[config.mk]
export PLATFORM = sky130hd
export DESIGN_NAME = tick_stopwatch
export DESIGN_NICKNAME = d
export VERILOG_FILES = /design/src/rtl/tick_stopwatch.sv
export SDC_FILE = /design/constraint.sdc
export NUM_CORES = 1
export LEC_CHECK = 0
export CORE_AREA = 5 5 88 90
export CTS_BUF_LIST = sky130_fd_sc_hd__clkbuf_4 sky130_fd_sc_hd__clkbuf_8
export CTS_CLUSTER_SIZE = 30
export DETAILED_ROUTE_END_ITERATION = 16
export DIE_AREA = 0 0 93 95
export GPL_TIMING_DRIVEN = 0
export HOLD_SLACK_MARGIN = 0.15
export PLACE_DENSITY_LB_ADDON = 0.25
export SYNTH_ARGS = -nofsm -noshare
export SYNTH_HDL_FRONTEND = slang
export SYNTH_SLANG_ARGS = --single-unit
[constraint.sdc]
create_clock -name i_clk -period 1.8 [get_ports i_clk]
set_input_delay 0.54 -clock i_clk [delete_from_list [all_inputs] [get_ports i_clk]]
set_output_delay 0.54 -clock i_clk [all_outputs]
set_load 0.05 [all_outputs]
[src/rtl/tick_stopwatch.sv]
// BCD mm:ss stopwatch driven by rising edges of a slow, asynchronous tick level.
// The tick is synchronised and edge-detected in the i_clk domain, then prescaled to seconds.
module tick_stopwatch #(
    parameter int SYNC_STAGES   = 2,
    parameter int TICKS_PER_SEC = 1,
    parameter int PRESC_W       = 32
) (
    input  logic               i_clk,
    input  logic               rst_n,
    input  logic               i_tick,
    input  logic               i_start_stop,
    input  logic               i_clear,
    output logic [3:0]         o_sec_ones,
    output logic [3:0]         o_sec_tens,
    output logic [3:0]         o_min_ones,
    output logic [3:0]         o_min_tens,
    output logic               o_running,
    output logic               o_wrap,
    output logic [1:0]         dbg_state,
    output logic [PRESC_W-1:0] dbg_presc
);

    typedef enum logic [1:0] {
        IDLE  = 2'd0,
        RUN   = 2'd1,
        PAUSE = 2'd2
    } state_t;

    localparam logic [PRESC_W-1:0] PRESC_LAST = PRESC_W'(TICKS_PER_SEC - 1);

    // Handshake: i_start_stop and i_clear are single-cycle strobes sampled on every
    // rising i_clk edge; there is no ready/backpressure, every strobe is acted on.

    logic [SYNC_STAGES-1:0] sync_q;
    logic                   hist_q;
    logic                   tick_pulse_q;
    logic                   sync_out;

    state_t                 state_q, state_d;
    logic [PRESC_W-1:0]     presc_q, presc_d;
    logic [3:0]             sec_ones_q, sec_ones_d;
    logic [3:0]             sec_tens_q, sec_tens_d;
    logic [3:0]             min_ones_q, min_ones_d;
    logic [3:0]             min_tens_q, min_tens_d;
    logic                   running_q;
    logic                   wrap_q, wrap_d;
    logic                   count_en;
    logic                   sec_step;

    assign sync_out = sync_q[SYNC_STAGES-1];

    // Edge detection runs in every state so edges seen while idle or paused are dropped.
    // The pulse is registered, putting the count one edge after the pulse cycle.
    always_ff @(posedge i_clk or negedge rst_n) begin
        if (!rst_n) begin
            sync_q       <= '0;
            hist_q       <= 1'b0;
            tick_pulse_q <= 1'b0;
        end else begin
            sync_q       <= {sync_q[SYNC_STAGES-2:0], i_tick};
            hist_q       <= sync_out;
            tick_pulse_q <= sync_out & ~hist_q;
        end
    end

    always_comb begin
        state_d = state_q;
        case (state_q)
            IDLE:    if (i_start_stop) state_d = RUN;
            RUN:     if (i_start_stop) state_d = PAUSE;
            PAUSE:   if (i_start_stop) state_d = RUN;
            default: state_d = IDLE;
        endcase
        if (i_clear) state_d = IDLE;
    end

    // The count is governed by the current state, so a stop strobe still lets its tick land.
    assign count_en = (state_q == RUN) && tick_pulse_q && !i_clear;
    assign sec_step = count_en && (presc_q == PRESC_LAST);

    always_comb begin
        presc_d = presc_q;
        if (i_clear) begin
            presc_d = '0;
        end else if (count_en) begin
            if (presc_q == PRESC_LAST) presc_d = '0;
            else                       presc_d = presc_q + PRESC_W'(1);
        end
    end

    always_comb begin
        sec_ones_d = sec_ones_q;
        sec_tens_d = sec_tens_q;
        min_ones_d = min_ones_q;
        min_tens_d = min_tens_q;
        wrap_d     = 1'b0;
        if (i_clear) begin
            sec_ones_d = 4'd0;
            sec_tens_d = 4'd0;
            min_ones_d = 4'd0;
            min_tens_d = 4'd0;
        end else if (sec_step) begin
            if (sec_ones_q != 4'd9) begin
                sec_ones_d = sec_ones_q + 4'd1;
            end else begin
                sec_ones_d = 4'd0;
                if (sec_tens_q != 4'd5) begin
                    sec_tens_d = sec_tens_q + 4'd1;
                end else begin
                    sec_tens_d = 4'd0;
                    if (min_ones_q != 4'd9) begin
                        min_ones_d = min_ones_q + 4'd1;
                    end else begin
                        min_ones_d = 4'd0;
                        if (min_tens_q != 4'd5) begin
                            min_tens_d = min_tens_q + 4'd1;
                        end else begin
                            min_tens_d = 4'd0;
                            wrap_d     = 1'b1;
                        end
                    end
                end
            end
        end
    end

    always_ff @(posedge i_clk or negedge rst_n) begin
        if (!rst_n) begin
            state_q    <= IDLE;
            presc_q    <= '0;
            sec_ones_q <= 4'd0;
            sec_tens_q <= 4'd0;
            min_ones_q <= 4'd0;
            min_tens_q <= 4'd0;
            running_q  <= 1'b0;
            wrap_q     <= 1'b0;
        end else begin
            state_q    <= state_d;
            presc_q    <= presc_d;
            sec_ones_q <= sec_ones_d;
            sec_tens_q <= sec_tens_d;
            min_ones_q <= min_ones_d;
            min_tens_q <= min_tens_d;
            running_q  <= (state_d == RUN);
            wrap_q     <= wrap_d;
        end
    end

    assign o_sec_ones = sec_ones_q;
    assign o_sec_tens = sec_tens_q;
    assign o_min_ones = min_ones_q;
    assign o_min_tens = min_tens_q;
    assign o_running  = running_q;
    assign o_wrap     = wrap_q;
    assign dbg_state  = state_q;
    assign dbg_presc  = presc_q;

endmodule

==> results.yml <==
clock_network:
  clock_sinks: 56
  cts.path.max_buffers: 2
  clkSlewWorstSetupHoldPaths_ns: 0.11
  clkLatencyLatePin_ns: 0.32
  clock-root-buffer: "clkbuf_8"
  cts_buffers: 5
  cts_tree: "done"
  h-tree-depth: 2
grt:
  grt_max_degree: 30
  grt-ovfl-total: 0
  antenna_found_initial: 0
  grt_pass1_wl_um: 17870
  grt_pass1_vias: 3456
  grt_usage: 0.2566
yosys:
  yosysSeqAreaShare: 0.4304
  synthArstFlopShare: 1.000
  synthFlopType: "dfrtp_1"
  synth_top_cell_by_area: "dfrtp_1"
  netlist_area_um2: 3256
  synth_warnings: 0
  synth.most_common_cell: "dfrtp_1"
  synth_fp_nets: 367
  synth.distinct_cells: 48
  synthTopCellsByArea: "dfrtp_1 43%, a31oi_1 4.4%, a21oi_1 4.2%"
  synth_commonest_cells: "56 x dfrtp_1, 27 x a21oi_1, 27 x nand2_1"
  synth_edf_count: 0
  syn-instance-count: 352
  yosys_register_bits: 56
  synth_top_area_frac: 0.4304
  synth_area_per_cell_um2: 9.249
pwr:
  irDropWorstVdd_v: 0.0003081
  finalPower_uw: 2447
  leakagePower_uw: 0.002112
  p_per_area_nw_per_um2: 476.7
worst_setup_path:
  regToRegStartpoint: "dbg_presc[0]"
  reg2reg_depth: 9
  cp.arrival_ns: 2.41
  rrSetupSlack_ns: -0.40
  worstSetupPathType: "register to register"
  r2r-end: "dbg_presc[16]"
  crit_path_end_kind: "register"
  crit_start: "dbg_presc[0]"
  worstPathMaxFanout: 5
  endpoint: "dbg_presc[16]"
  crit_required_ns: 2.01
  worstSetupStartpointType: "register"
routing:
  vias: 3454
  wirelength_um: 11220
  ant_nets: 0
  first_pass_iters: 5
  routed_via_density: 6.235
  wl_per_cell_um: 20.25
  drt-initial-drc-count: 166
  remaining_drc_errors: 0
flow_run:
  max-cap-violations: 0
die:
  dieArea_um2: 8835
  die_h_um: 95
  num_rows: 31
  coreArea_um2: 6982
  start_util: 0.4663
  ios: 57
  die_x_um: 93
outcome:
  status: "finished with violations"
  violations: "setup timing"
layout:
  layout-drive-gt1-share: 0.5360
  area.growth.synth_to_final_pct: 57.69
  final_area_um2: 5134
  antenna_cells: 0
  fin_nets: 486
sta:
  slew_headroom: 0.5647
  report.final.slew_viol_count: 0
  clock_skew_ns: 0.009862
  final_hold_viol_count: 0
  max_freq_ghz: 0.4548
  hold-worst-slack_ns: 0.2420
  tightest_slew_ns: 0.6529
  min_period_ns: 2.199
  post-route-period-util: 1.222
  tns_ns: -14.13
  setup_viol: 49
  postLayoutSetupSlackWorst_ns: -0.3987
  rsz0062_at_grt: "true"
placed_design:
  placed_area_um2: 4235
  gp_congestion: 0.8400
  portBuffers: 55
  pre_cts_slack_ns: -0.3858
  dp_hpwl_um: 6380
min_path:
  hp-class: "primary input to asynchronous set/reset pin"
==> sequential cells by signal, summed over array words and instances (netlist names) <==
register and count:
sync_q 2, o_min_tens 4, o_running 1, hist_q 1
o_min_ones 4, dbg_presc 32, tick_pulse_q 1, dbg_state 2
o_wrap 1, o_sec_tens 4, o_sec_ones 4
==> stage by stage <==
step | util | cells
finish | 0.7353 | 554
floorplan | - | 352
detailed placement | 0.6066 | 490
global placement | 0.6045 | 489
global route | 0.7353 | 554
CTS | 0.7292 | 552
==> layer usage <==
metal	routed length [µm]	global-route usage
met5	0	0
met4	381	0.1233
met3	722	0.04781
met2	5723	0.4373
met1	4393	0.3134
==> worst min-delay path by stage <==
| stage | from | end | slack, ns | depth (start not counted) |
|---|---|---|---|---|
| finish | rst_n | o_sec_tens[2] | 0.24 | 1 |
| global route | rst_n | o_min_ones[3] | 0.30 | 1 |
| CTS | rst_n | o_min_ones[3] | 0.27 | 1 |
| detailed placement | sync_q[0] | sync_q[1] | 0.34 | 0 |
| global placement | sync_q[0] | sync_q[1] | 0.34 | 0 |
| floorplan | rst_n | dbg_presc[0] | 0.24 | 0 |
==> cells in the final DEF (no fill, tap or decap), drive strengths merged, types with 3 or more instances in the layout <==
cell type,synthesis,routed
nand4,9,9
or3,7,7
nand3,18,18
inv,17,17
nand3b,3,3
a21o,5,5
nand2b,4,4
o21ai,24,24
nor2,24,24
clkdlybuf4s15,0,28
o31ai,3,3
nand2,27,27
ha,10,10
a21oi,27,27
or4,5,5
and3,7,7
buf,9,78
dlygate4sd2,0,6
a41oi,5,5
and3b,5,5
nor4,12,12
a31oi,23,23
nor3,9,9
dfrtp,56,56
and4,3,3
mux2i,7,7
clkbuf,12,25
o31a,3,3
and2,4,4
==> logic make-up after synthesis <==
family,share of synthesized area
adders and majority gates,0.03843
DFF,0.4304
muxes,0.02152
and+or+nand+nor,0.2729
buffers and inverters,0.04880
AOI/OAI and AO/OA,0.1879
==> worst max-delay path, cell delays in order, from the launching register on <==
cell and delay, ns:
dfrtp_2 0.44, inv_2 0.09, ha_4 0.13, nor4b_4 0.31, buf_4 0.19, nand4_4 0.18, o21ai_4 0.31, buf_6 0.18
o21ai_2 0.06, a21o_1 0.20
==> what timing repair did <==
action,CTS,global route
pin swaps,53,27
hold buffers,0,0
cloned,5,0
setup endpoints to repair,101,69
resized for setup,189,75
setup buffers,49,7
==> where the power goes <==
part / switching [µW] / internal (µW)
clock: 432 / 430
combinational: 186 / 113
sequential: 15.3 / 1270
==> final cells by class <==
cell class	instances	area [µm²]
inverters	17	63.81
fillers	452	1848
clock buffers	6	76.32
clock inverters	2	35.03
repair buffers	114	1030
multi-input cells	258	2212
plain buffers	19	166.4
flip-flops and latches	56	1448
well taps	82	102.6
Power figures use the tool's default switching activity.
